$ cat config.mk
export PLATFORM = sky130hd
export DESIGN_NAME = edge_fetch
export DESIGN_NICKNAME = d
export VERILOG_FILES = /design/src/rtl/edge_fetch.sv
export SDC_FILE = /design/constraint.sdc
export NUM_CORES = 1
export LEC_CHECK = 0
export CORE_MARGIN = 2
export CORE_UTILIZATION = 30
export CTS_CLUSTER_DIAMETER = 200
export DETAILED_ROUTE_END_ITERATION = 16
export PLACE_DENSITY = 0.53
export SLEW_MARGIN = 20
export SYNTH_ARGS = -nofsm -noshare
export SYNTH_HDL_FRONTEND = slang
export SYNTH_SLANG_ARGS = --single-unit
$ cat constraint.sdc
create_clock -name clock -period 2.7 [get_ports clock]
set_clock_uncertainty 0.2 [all_clocks]
set_input_delay 0.54 -clock clock [delete_from_list [all_inputs] [get_ports clock]]
set_output_delay 0.54 -clock clock [all_outputs]
set_load 0.005 [all_outputs]
$ cat src/rtl/edge_fetch.sv
// edge_fetch: walks the packed edge list in the input buffer SRAM and presents
// (src, dst, weight) records on a valid/ready port. Optional: EDGE_FETCH_SKIP_SELF_EN.
module edge_fetch #(
  parameter logic [9:0] BASE_ADDR = 10'd0
) (
  input  logic       clock,
  input  logic       reset,
  input  logic       start,
  output logic [9:0] mem_addr,
  input  logic [7:0] mem_data,
  output logic       busy,
  output logic       done,
  output logic       edge_valid,
  input  logic       edge_ready,
  output logic [7:0] edge_src,
  output logic [7:0] edge_dst,
  output logic [7:0] edge_weight,
  output logic [7:0] edge_index,
  output logic       edge_last,
  output logic [2:0] fsm_state
);

  typedef enum logic [2:0] {
    IDLE   = 3'd0,
    LD_CNT = 3'd1,
    LD_SRC = 3'd2,
    LD_DST = 3'd3,
    LD_WT  = 3'd4,
    OUT    = 3'd5,
    DONE   = 3'd6
  } state_t;

  state_t     state;
  logic [7:0] count;

  assign fsm_state = state;

  // Handshake: a record transfers on every rising edge where edge_valid and
  // edge_ready are both high; edge_* outputs hold steady until that edge.
  always_ff @(posedge clock) begin
    if (reset) begin
      state       <= IDLE;
      count       <= 8'd0;
      mem_addr    <= 10'd0;
      busy        <= 1'b0;
      done        <= 1'b0;
      edge_valid  <= 1'b0;
      edge_src    <= 8'd0;
      edge_dst    <= 8'd0;
      edge_weight <= 8'd0;
      edge_index  <= 8'd0;
      edge_last   <= 1'b0;
    end else begin
      case (state)
        IDLE: begin
          if (start) begin
            mem_addr   <= BASE_ADDR;
            edge_index <= 8'd0;
            edge_last  <= 1'b0;
            busy       <= 1'b1;
            state      <= LD_CNT;
          end
        end
        LD_CNT: begin
          count     <= mem_data;
          edge_last <= (mem_data == 8'd1);
          if (mem_data == 8'd0) begin
            done  <= 1'b1;
            state <= DONE;
          end else begin
            mem_addr <= mem_addr + 10'd1;
            state    <= LD_SRC;
          end
        end
        LD_SRC: begin
          edge_src <= mem_data;
          mem_addr <= mem_addr + 10'd1;
          state    <= LD_DST;
        end
        LD_DST: begin
          edge_dst <= mem_data;
          mem_addr <= mem_addr + 10'd1;
          state    <= LD_WT;
        end
        LD_WT: begin
          edge_weight <= mem_data;
`ifdef EDGE_FETCH_SKIP_SELF_EN
          // Self-loops never relax anything, so they are dropped here while
          // edge_index keeps counting buffer positions.
          if (edge_src == edge_dst) begin
            if (edge_last) begin
              done  <= 1'b1;
              state <= DONE;
            end else begin
              mem_addr   <= mem_addr + 10'd1;
              edge_index <= edge_index + 8'd1;
              edge_last  <= (edge_index + 8'd1 == count - 8'd1);
              state      <= LD_SRC;
            end
          end else begin
            edge_valid <= 1'b1;
            state      <= OUT;
          end
`else
          edge_valid <= 1'b1;
          state      <= OUT;
`endif
        end
        OUT: begin
          if (edge_ready) begin
            edge_valid <= 1'b0;
            if (edge_last) begin
              done  <= 1'b1;
              state <= DONE;
            end else begin
              mem_addr   <= mem_addr + 10'd1;
              edge_index <= edge_index + 8'd1;
              edge_last  <= (edge_index + 8'd1 == count - 8'd1);
              state      <= LD_SRC;
            end
          end
        end
        DONE: begin
          done  <= 1'b0;
          busy  <= 1'b0;
          state <= IDLE;
        end
        default: state <= IDLE;
      endcase
    end
  end

endmodule
# [Word-level counts from Yosys, hierarchy flattened]
# Index checks and enable logic that the tools add are counted.
[classes] add_sub_neg=3 n_eq_ne=14 n_mux=26 reduce_logical=16
[ops] operator="two-way mux 10 bit" count=4
[ops] operator="one-hot mux 10 bit (4 select lines)" count=1
[ops] operator="two-way mux 8 bit" count=3
[ops] operator="one-hot mux 3 bit (6 select lines)" count=1
[ops] operator="one-hot mux 8 bit (2 select lines)" count=1
[ops] operator="two-way mux 3 bit" count=4
[ops] operator="inequality test 2 bit, second input constant" count=6
[ops] operator="adder 10 x 1 -> 10 bit, second input constant" count=1
[ops] operator="== test 3 bit, second input constant" count=3
[ops] operator="adder 8 x 1 -> 8 bit, second input constant" count=1
[ops] operator="== test 8 x 1 -> 1 bit, second input constant" count=1
[ops] operator="== test 8 bit" count=1
[ops] operator="zero test 8 bit" count=1
[ops] operator="two-way mux 1 bit" count=8
[ops] operator="AND reduction 4 bit" count=2
[ops] operator="subtractor 8 x 1 -> 8 bit, second input constant" count=1
[ops] operator="== test 3 x 2 -> 1 bit, second input constant" count=2
[ops] operator="one-hot mux 1 bit (3 select lines)" count=2
[ops] operator="AND reduction 2 bit" count=3
[ops] operator="nonzero test 2 bit" count=3
[ops] operator="nonzero test 3 bit" count=2
[ops] operator="AND reduction 5 bit" count=1
[ops] operator="one-hot mux 1 bit (2 select lines)" count=2
[ops] operator="nonzero test 4 bit" count=1
[ops] operator="other kinds (4)" count=4
[totals] input_bits=12 ff_bits=57 output_inout_bits=49 wordCells=70

# [Logic depth before layout (Yosys ltp)]
# Gate-level depths: netlist of run 1.
[logic_depth] word_depth=5 depth_mapped=7 ltp_nobuf=7

# [Worst setup path before layout of run 1]
# Ideal clock, no wire load.
[synth_path] path_type="in2reg" start="in edge_ready" end="reg mem_addr[7]" path_slack_ns=0.578 arrival_time_ns=1.852 setup_time_ns=0.070 n_path_buf=0 path_stages=5 cell_sequence="or3b_4 -> a21oi_4 -> o211ai_4 -> or4b_1 -> a21oi_1"
[synth_between] elab_chain_len=2
[synth_rtl] element="start: declaration" line="14" rtl="input logic edge_ready,"
[synth_rtl] element="inequality test 2 bit (no source line)"
[synth_rtl] element="AND reduction 5 bit (no source line)"
[synth_rtl] element="end signal: assignment" line="71" rtl="mem_addr <= mem_addr + 10'd1;"
[synth_rtl] element="end signal: assignment" line="77" rtl="mem_addr <= mem_addr + 10'd1;"
[synth_rtl] element="end signal: assignment" line="82" rtl="mem_addr <= mem_addr + 10'd1;"
[synth_rtl] element="end: declaration" line="9" rtl="output logic [9:0] mem_addr,"
# Every way passes these cells.
# A chain may end at the register's enable or synchronous reset.

# [Worst setup path after layout of run 1]
[layout_path] start="in edge_ready" end="reg edge_last"
[layout_between] elab_chain_len=2
[layout_rtl] element="inequality test 2 bit (no source line)"
[layout_rtl] element="AND reduction 3 bit (no source line)"
[layout_rtl] element="end signal: assignment" line="66" rtl="edge_last <= (mem_data == 8'd1);"
[layout_rtl] element="end signal: assignment" line="118" rtl="edge_last <= (edge_index + 8'd1 == count - 8'd1);"
[layout_rtl] element="end: declaration" line="19" rtl="output logic edge_last,"
# Every way passes these cells.

==> impl_metrics.yaml, run 1 <==
timing:
  fin_crit_ns: 2.40
  slew_viol_final: 0
  clock.fmax_ghz: 0.417
  tightestPinTransition_ns: 0.559
  hold_viol: 0
  finalSetupViolations: 0
  min_period_over_period_pct: 88.8
  slew_headroom_pct: 62.7
  fin_setup_tns_ns: 0
  grt_setup_unrepaired: "no"
critical_path:
  cp.arrival_ns: 2.44
  critPathRequiredTime_ns: 2.74
  path_class: "input pin to flip-flop"
  cp-start-kind: "input pin"
  worstPathMaxFanout: 5
  end_kind: "flip-flop"
  rr_startpoint: "fsm_state[0]"
  crit_start: "edge_ready"
die:
  die_h_um: 99.2
  pin_count: 61
  dieArea_mm2: 0.00984
  initial_utilization_pct: 31.0
  die_w_um: 99.2
  num_rows: 34
  core_mm2: 0.00876
detailed_routing:
  drt-wirelength-per-cell_um: 14.5
  dr.first_iter.drc_count: 90
  drt-pass1-iter-count: 4
  drt-total-wl_um: 7240
  drc: 0
  drtAntennaViolNets: 0
  vias: 2465
  avgViaCountPerCell: 4.92
synthesis:
  synth_area_per_cell_um2: 8.83
  synth_cells: 308
  synth_top_cell_area_share_pct: 42.0
  synth_nets: 323
  synth_common_cells: "dfxtp_1, nor2_1, mux2i_1"
  synthArstFlopShare_pct: 0
  syn_area_mm2: 0.00272
  ys_seq_area_share_pct: 42.0
  synth_edf_count: 0
  synth_cell_type_count: 47
  ys_ff_latch: 57
  yosysTopAreaCell: "dfxtp_1"
  yosysMostFrequentCell: "dfxtp_1"
  synth_flop_cell: "dfxtp_1"
  ys_top_cells_by_area: "dfxtp_1, mux2i_1, nor2_1"
  synth_warnings: 0
clock_network:
  cts_root_buffer: "clkbuf_8"
  clockBufferDepth: 2
  cts.reportedPaths.clkPinSlew_ns: 0.06
  post_cts_resized: 0
  cts_hold_buf: 0
  post_cts_buffers: 0
  cts_buffers: 9
  cts_tree: "yes"
  clk-insertion-delay-late_ns: 0.34
  htreeDepth: 3
  cts_sinks: 57
place:
  place_hpwl_um: 5240
  place_congestion: 0.797
  portBuffers: 60
grt:
  grt_max_degree: 53
  grt.total_usage_pct: 15.3
  use_met1_pct: 22.3
  grt_pass1_vias: 2294
  grtUsageMet2_pct: 21.2
  antenna_found_initial: 0
  grtUsageMet3_pct: 3.87
  grt-busiest-layer: "met1"
  grt_pass1_wl_um: 12000
  overflow: 0
layout:
  area_growth_pct: 38.6
  drive_gt1_share_pct: 10.7
  antenna_cells: 0
  fin_nets: 403
power:
  power_switching_uw: 607
  comb_power_share_pct: 18.9
  internal_power_uw: 1540
  clkPwrFrac_pct: 38.0
  p_per_area_mw_per_mm2: 571
  p_leak_uw: 0.00142
  seqPwrFrac_pct: 43.0
  ir_drop_v: 0.000268
  switching_share_pct: 28.2
  p_total_uw: 2150
job:
  drv_cap: 0
min_path:
  min_from: "done"
  worstHoldPathType: "flip-flop to flip-flop"
status:
  status: "completed"
==> cells by family (layout without fill, tap and decap cells) <==
logic type      Yosys count  count (layout)  share of synthesized area, %
xor+xnor                 20              20                          6.95
fa+ha+maj                 3               3                          1.38
compound gates           57              57                          13.8
buf+inv                  19             104                          2.72
flops                    57              57                          42.0
simple gates            121             121                          21.8
mux                      31              31                          11.4
==> state kept, by name (all words and copies together) (netlist names) <==
register / count
mem_addr: 10
count: 8
edge_dst: 8
edge_index: 8
edge_src: 8
edge_weight: 8
fsm_state: 3
busy: 1
done: 1
edge_last: 1
edge_valid: 1
==> cell usage in the layout (no fill, tap or decap), types with 4 or more instances in the layout <==
cell type / instances
nor2_1: 54
a21oi_1: 20
clkbuf_8: 10
clkdlybuf4s50_1: 59
nor3_1: 6
buf_4: 22
mux2i_1: 31
nor3b_1: 4
xor2_1: 8
nand2_1: 15
xnor2_1: 11
inv_1: 6
nor2b_1: 4
o21ai_0: 13
dfxtp_1: 57
or3_1: 8
nand3_1: 10
==> power by group through the flow <==
stage | clock (uW) | combinational [uW] | sequential (uW)
after floorplan | 0 | 254 | 930
after global placement | 0 | 409 | 945
after detailed placement | 0 | 408 | 944
after CTS | 852 | 411 | 926
after global routing | 885 | 451 | 933
final | 818 | 407 | 925
==> layer usage <==
| metal | routed length, um | up-vias | share of wire [%] |
|---|---|---|---|
| met5 | 0 | - | 0 |
| met4 | 104 | 0 | 1.4 |
| met3 | 365 | 8 | 5.0 |
| met2 | 3120 | 62 | 43 |
| met1 | 3650 | 1135 | 50 |
| li1 | - | 1260 | - |
==> area by class of cell <==
| type | instances | area, um2 |
|---|---|---|
| sequential | 57 | 1140 |
| tap | 108 | 135 |
| multi-input combinational | 232 | 1500 |
| fill | 887 | 4990 |
| clock buffer | 10 | 138 |
| clock inverter | 6 | 67.6 |
| timing repair buffer | 82 | 761 |
| inverter | 6 | 22.5 |
==> path summary, 6_finish.rpt <==
kind	end	slack (ns)	cells past startpoint
min	done	0.27	2
max reg2reg	edge_last	0.49	5
max	edge_last	0.30	7
min reg2reg	done	0.27	2
==> metrics by stage <==
stage / util (%) / instances / hold slack, ns / instance area (um2) / setup WS [ns]
3_5_place_dp: 40.7 / 485 / 0.262 / 3560 / -0.0256
4_1_cts: 43.0 / 501 / 0.271 / 3770 / 0.325
3_3_place_gp: 40.7 / 485 / 0.263 / 3560 / -0.00894
2_1_floorplan: - / 308 / 0.263 / 2720 / 0.578
5_1_grt: 43.0 / 501 / 0.325 / 3770 / 0.152
6_report: 43.0 / 501 / 0.268 / 3770 / 0.301
==> worst max-delay path, cell delays in order <==
cell and delay (ns):
clkdlybuf4s50_1 0.53, buf_4 0.16, and2b_1 0.17, nor3_1 0.21
nand4_1 0.10, or4_1 0.48, o31ai_1 0.25
No activity file was read; power rests on OpenSTA's default activity.
==> run 2: changes to the inputs <==
--- a/config.mk
+++ b/config.mk
@@ -5,7 +5,6 @@
 export SDC_FILE = /design/constraint.sdc
 export NUM_CORES = 1
 export LEC_CHECK = 0
-export CORE_MARGIN = 2
 export CORE_UTILIZATION = 30
 export CTS_CLUSTER_DIAMETER = 200
 export DETAILED_ROUTE_END_ITERATION = 16
@@ -14,3 +13,4 @@
 export SYNTH_ARGS = -nofsm -noshare
 export SYNTH_HDL_FRONTEND = slang
 export SYNTH_SLANG_ARGS = --single-unit
+export TNS_END_PERCENT = 100
==> run 2 against run 1 <==
Compared with the run above: largest power group unchanged; critical endpoint unchanged; via count fell by 1.9%; clock power rose by 11%; highest routed layer unchanged; first-iteration DRC count fell by 6.7%; utilization rose by 0.26 points; combinational power fell by 2%; critical path depth did not move; die area fell by 4.0%.
==> impl_metrics.yaml, run 2 (synthesis results as in run 1) <==
layout:
  fin_nets: 403
  num-fill-cells: 886
  final_util_pct: 43.3
  drive_gt1_share_pct: 10.7
  antenna_cells: 0
  fin_area_mm2: 0.00379
  layout_common_cells: "clkdlybuf4s50_1, dfxtp_1, nor2_1, mux2i_1, buf_4"
  layout_commonest_cell: "clkdlybuf4s50_1"
  area_growth_pct: 39.4
  top_register: "mem_addr"
  largest_register_ffs: 10
min_path:
  holdPathStages: 2
  worstHoldPathType: "flip-flop to flip-flop"
  holdPathEnd: "done"
  min_from: "done"
critical_path:
  reg2reg_depth: 5
  reg2reg_slack_ns: 0.48
  end_kind: "flip-flop"
  rr_startpoint: "fsm_state[0]"
  cp-start-kind: "input pin"
  critPathRequiredTime_ns: 2.74
  cp.arrival_ns: 2.45
  path_class: "input pin to flip-flop"
  worstPathMaxFanout: 4
  crit_start: "edge_ready"
  r2r-end: "edge_last"
die:
  initial_utilization_pct: 31.0
  pin_count: 61
  core_mm2: 0.00876
  die_w_um: 97.2
  num_rows: 34
  dieArea_mm2: 0.00945
  die_h_um: 97.2
clock_network:
  cts_buffers: 9
  clockBufferDepth: 2
  cts_sinks: 57
  post_cts_resized: 0
  cts_root_buffer: "clkbuf_8"
  cts_tree: "yes"
  clk-insertion-delay-late_ns: 0.34
  cts_hold_buf: 0
  post_cts_buffers: 0
  cts.reportedPaths.clkPinSlew_ns: 0.07
  htreeDepth: 3
grt:
  antenna_found_initial: 0
  overflow: 0
  grt_pass1_vias: 2412
  grt_pass1_wl_um: 12200
  grt.total_usage_pct: 16.2
  grt_max_degree: 53
detailed_routing:
  vias: 2418
  drc: 0
  dr.first_iter.drc_count: 84
  drt-total-wl_um: 7070
  drtAntennaViolNets: 0
  avgViaCountPerCell: 4.83
  drt-wirelength-per-cell_um: 14.1
  drt-pass1-iter-count: 4
timing:
  grt_setup_unrepaired: "no"
  setup_slack_ns: 0.291
  slew_viol_final: 0
  tightestPinTransition_ns: 0.606
  min_period_over_period_pct: 89.2
  clock.fmax_ghz: 0.415
  fin_setup_tns_ns: 0
  hold_viol: 0
  slew_headroom_pct: 59.2
  finalSetupViolations: 0
  fin_crit_ns: 2.41
power:
  p_leak_uw: 0.00143
  p_per_area_mw_per_mm2: 590
  ir_drop_v: 0.000329
place:
  place_hpwl_um: 5120
  place_congestion: 0.782
  post-place-ws_ns: -0.00569
  portBuffers: 60
  place_area_mm2: 0.00356
job:
  drv_cap: 0
status:
  status: "completed"
==> run 2: changes by cell type in the layout (fill, tap and decap cells not counted) <==
cell / delta
bufinv_16: +1
clkinv_4: -1
inv_6: +1
clkinvlp_4: -1
==> run 2: report_power, final <==
group / switching, uW / total, uW / internal [uW]
clock network: 363 / 911 / 548
registers: 46.6 / 927 / 880
logic: 191 / 399 / 208
==> run 2: layout make-up <==
class	count	area (um2)	area share [%]
Inverter	6	22.5	0.594
Clock inverter	6	90.1	2.38
Clock buffer	10	138	3.63
Timing Repair Buffer	82	761	20.1
Multi-Input combinational cell	232	1500	39.7
Tap cell	108	135	3.56
Sequential cell	57	1140	30.1
==> run 2: critical path: stages <==
cell	delay [ns]
clkdlybuf4s50_1	0.54
buf_4	0.15
and2b_1	0.17
nor3_1	0.21
nand4_1	0.11
or4_1	0.48
o31ai_1	0.26
==> run 2: worst max-delay path by stage <==
stage,slack [ns],end,depth (start not counted)
3_3_place_gp,0.001,mem_addr[7],7
6_report,0.29,edge_last,7
2_1_floorplan,0.58,mem_addr[7],5
5_1_grt,0.14,mem_addr[7],7
4_1_cts,0.32,edge_last,7
3_5_place_dp,-0.006,edge_last,7
==> run 2: through the flow <==
step,instances,hold slack (ns),power (uW)
2_1_floorplan,308,0.263,1180
3_3_place_gp,485,0.266,1350
3_5_place_dp,485,0.270,1350
4_1_cts,501,0.282,2270
5_1_grt,501,0.294,2350
6_report,501,0.281,2240
==> run 2: routing by layer <==
| layer | global-route usage, % | up-vias | part of all wire (%) |
|---|---|---|---|
| met5 | 0 | - | 0 |
| met4 | 7.23 | 0 | 1.4 |
| met3 | 3.81 | 10 | 4.6 |
| met2 | 23.0 | 74 | 43 |
| met1 | 22.9 | 1083 | 51 |
| li1 | - | 1251 | - |
==> run 3: changes to the inputs <==
--- a/config.mk
+++ b/config.mk
@@ -5,6 +5,7 @@
 export SDC_FILE = /design/constraint.sdc
 export NUM_CORES = 1
 export LEC_CHECK = 0
+export CORE_MARGIN = 2
 export CORE_UTILIZATION = 30
 export CTS_CLUSTER_DIAMETER = 200
 export DETAILED_ROUTE_END_ITERATION = 16
==> results of run 3 <==
No change in the layout: final DEF, timing and power equal those of run 1.
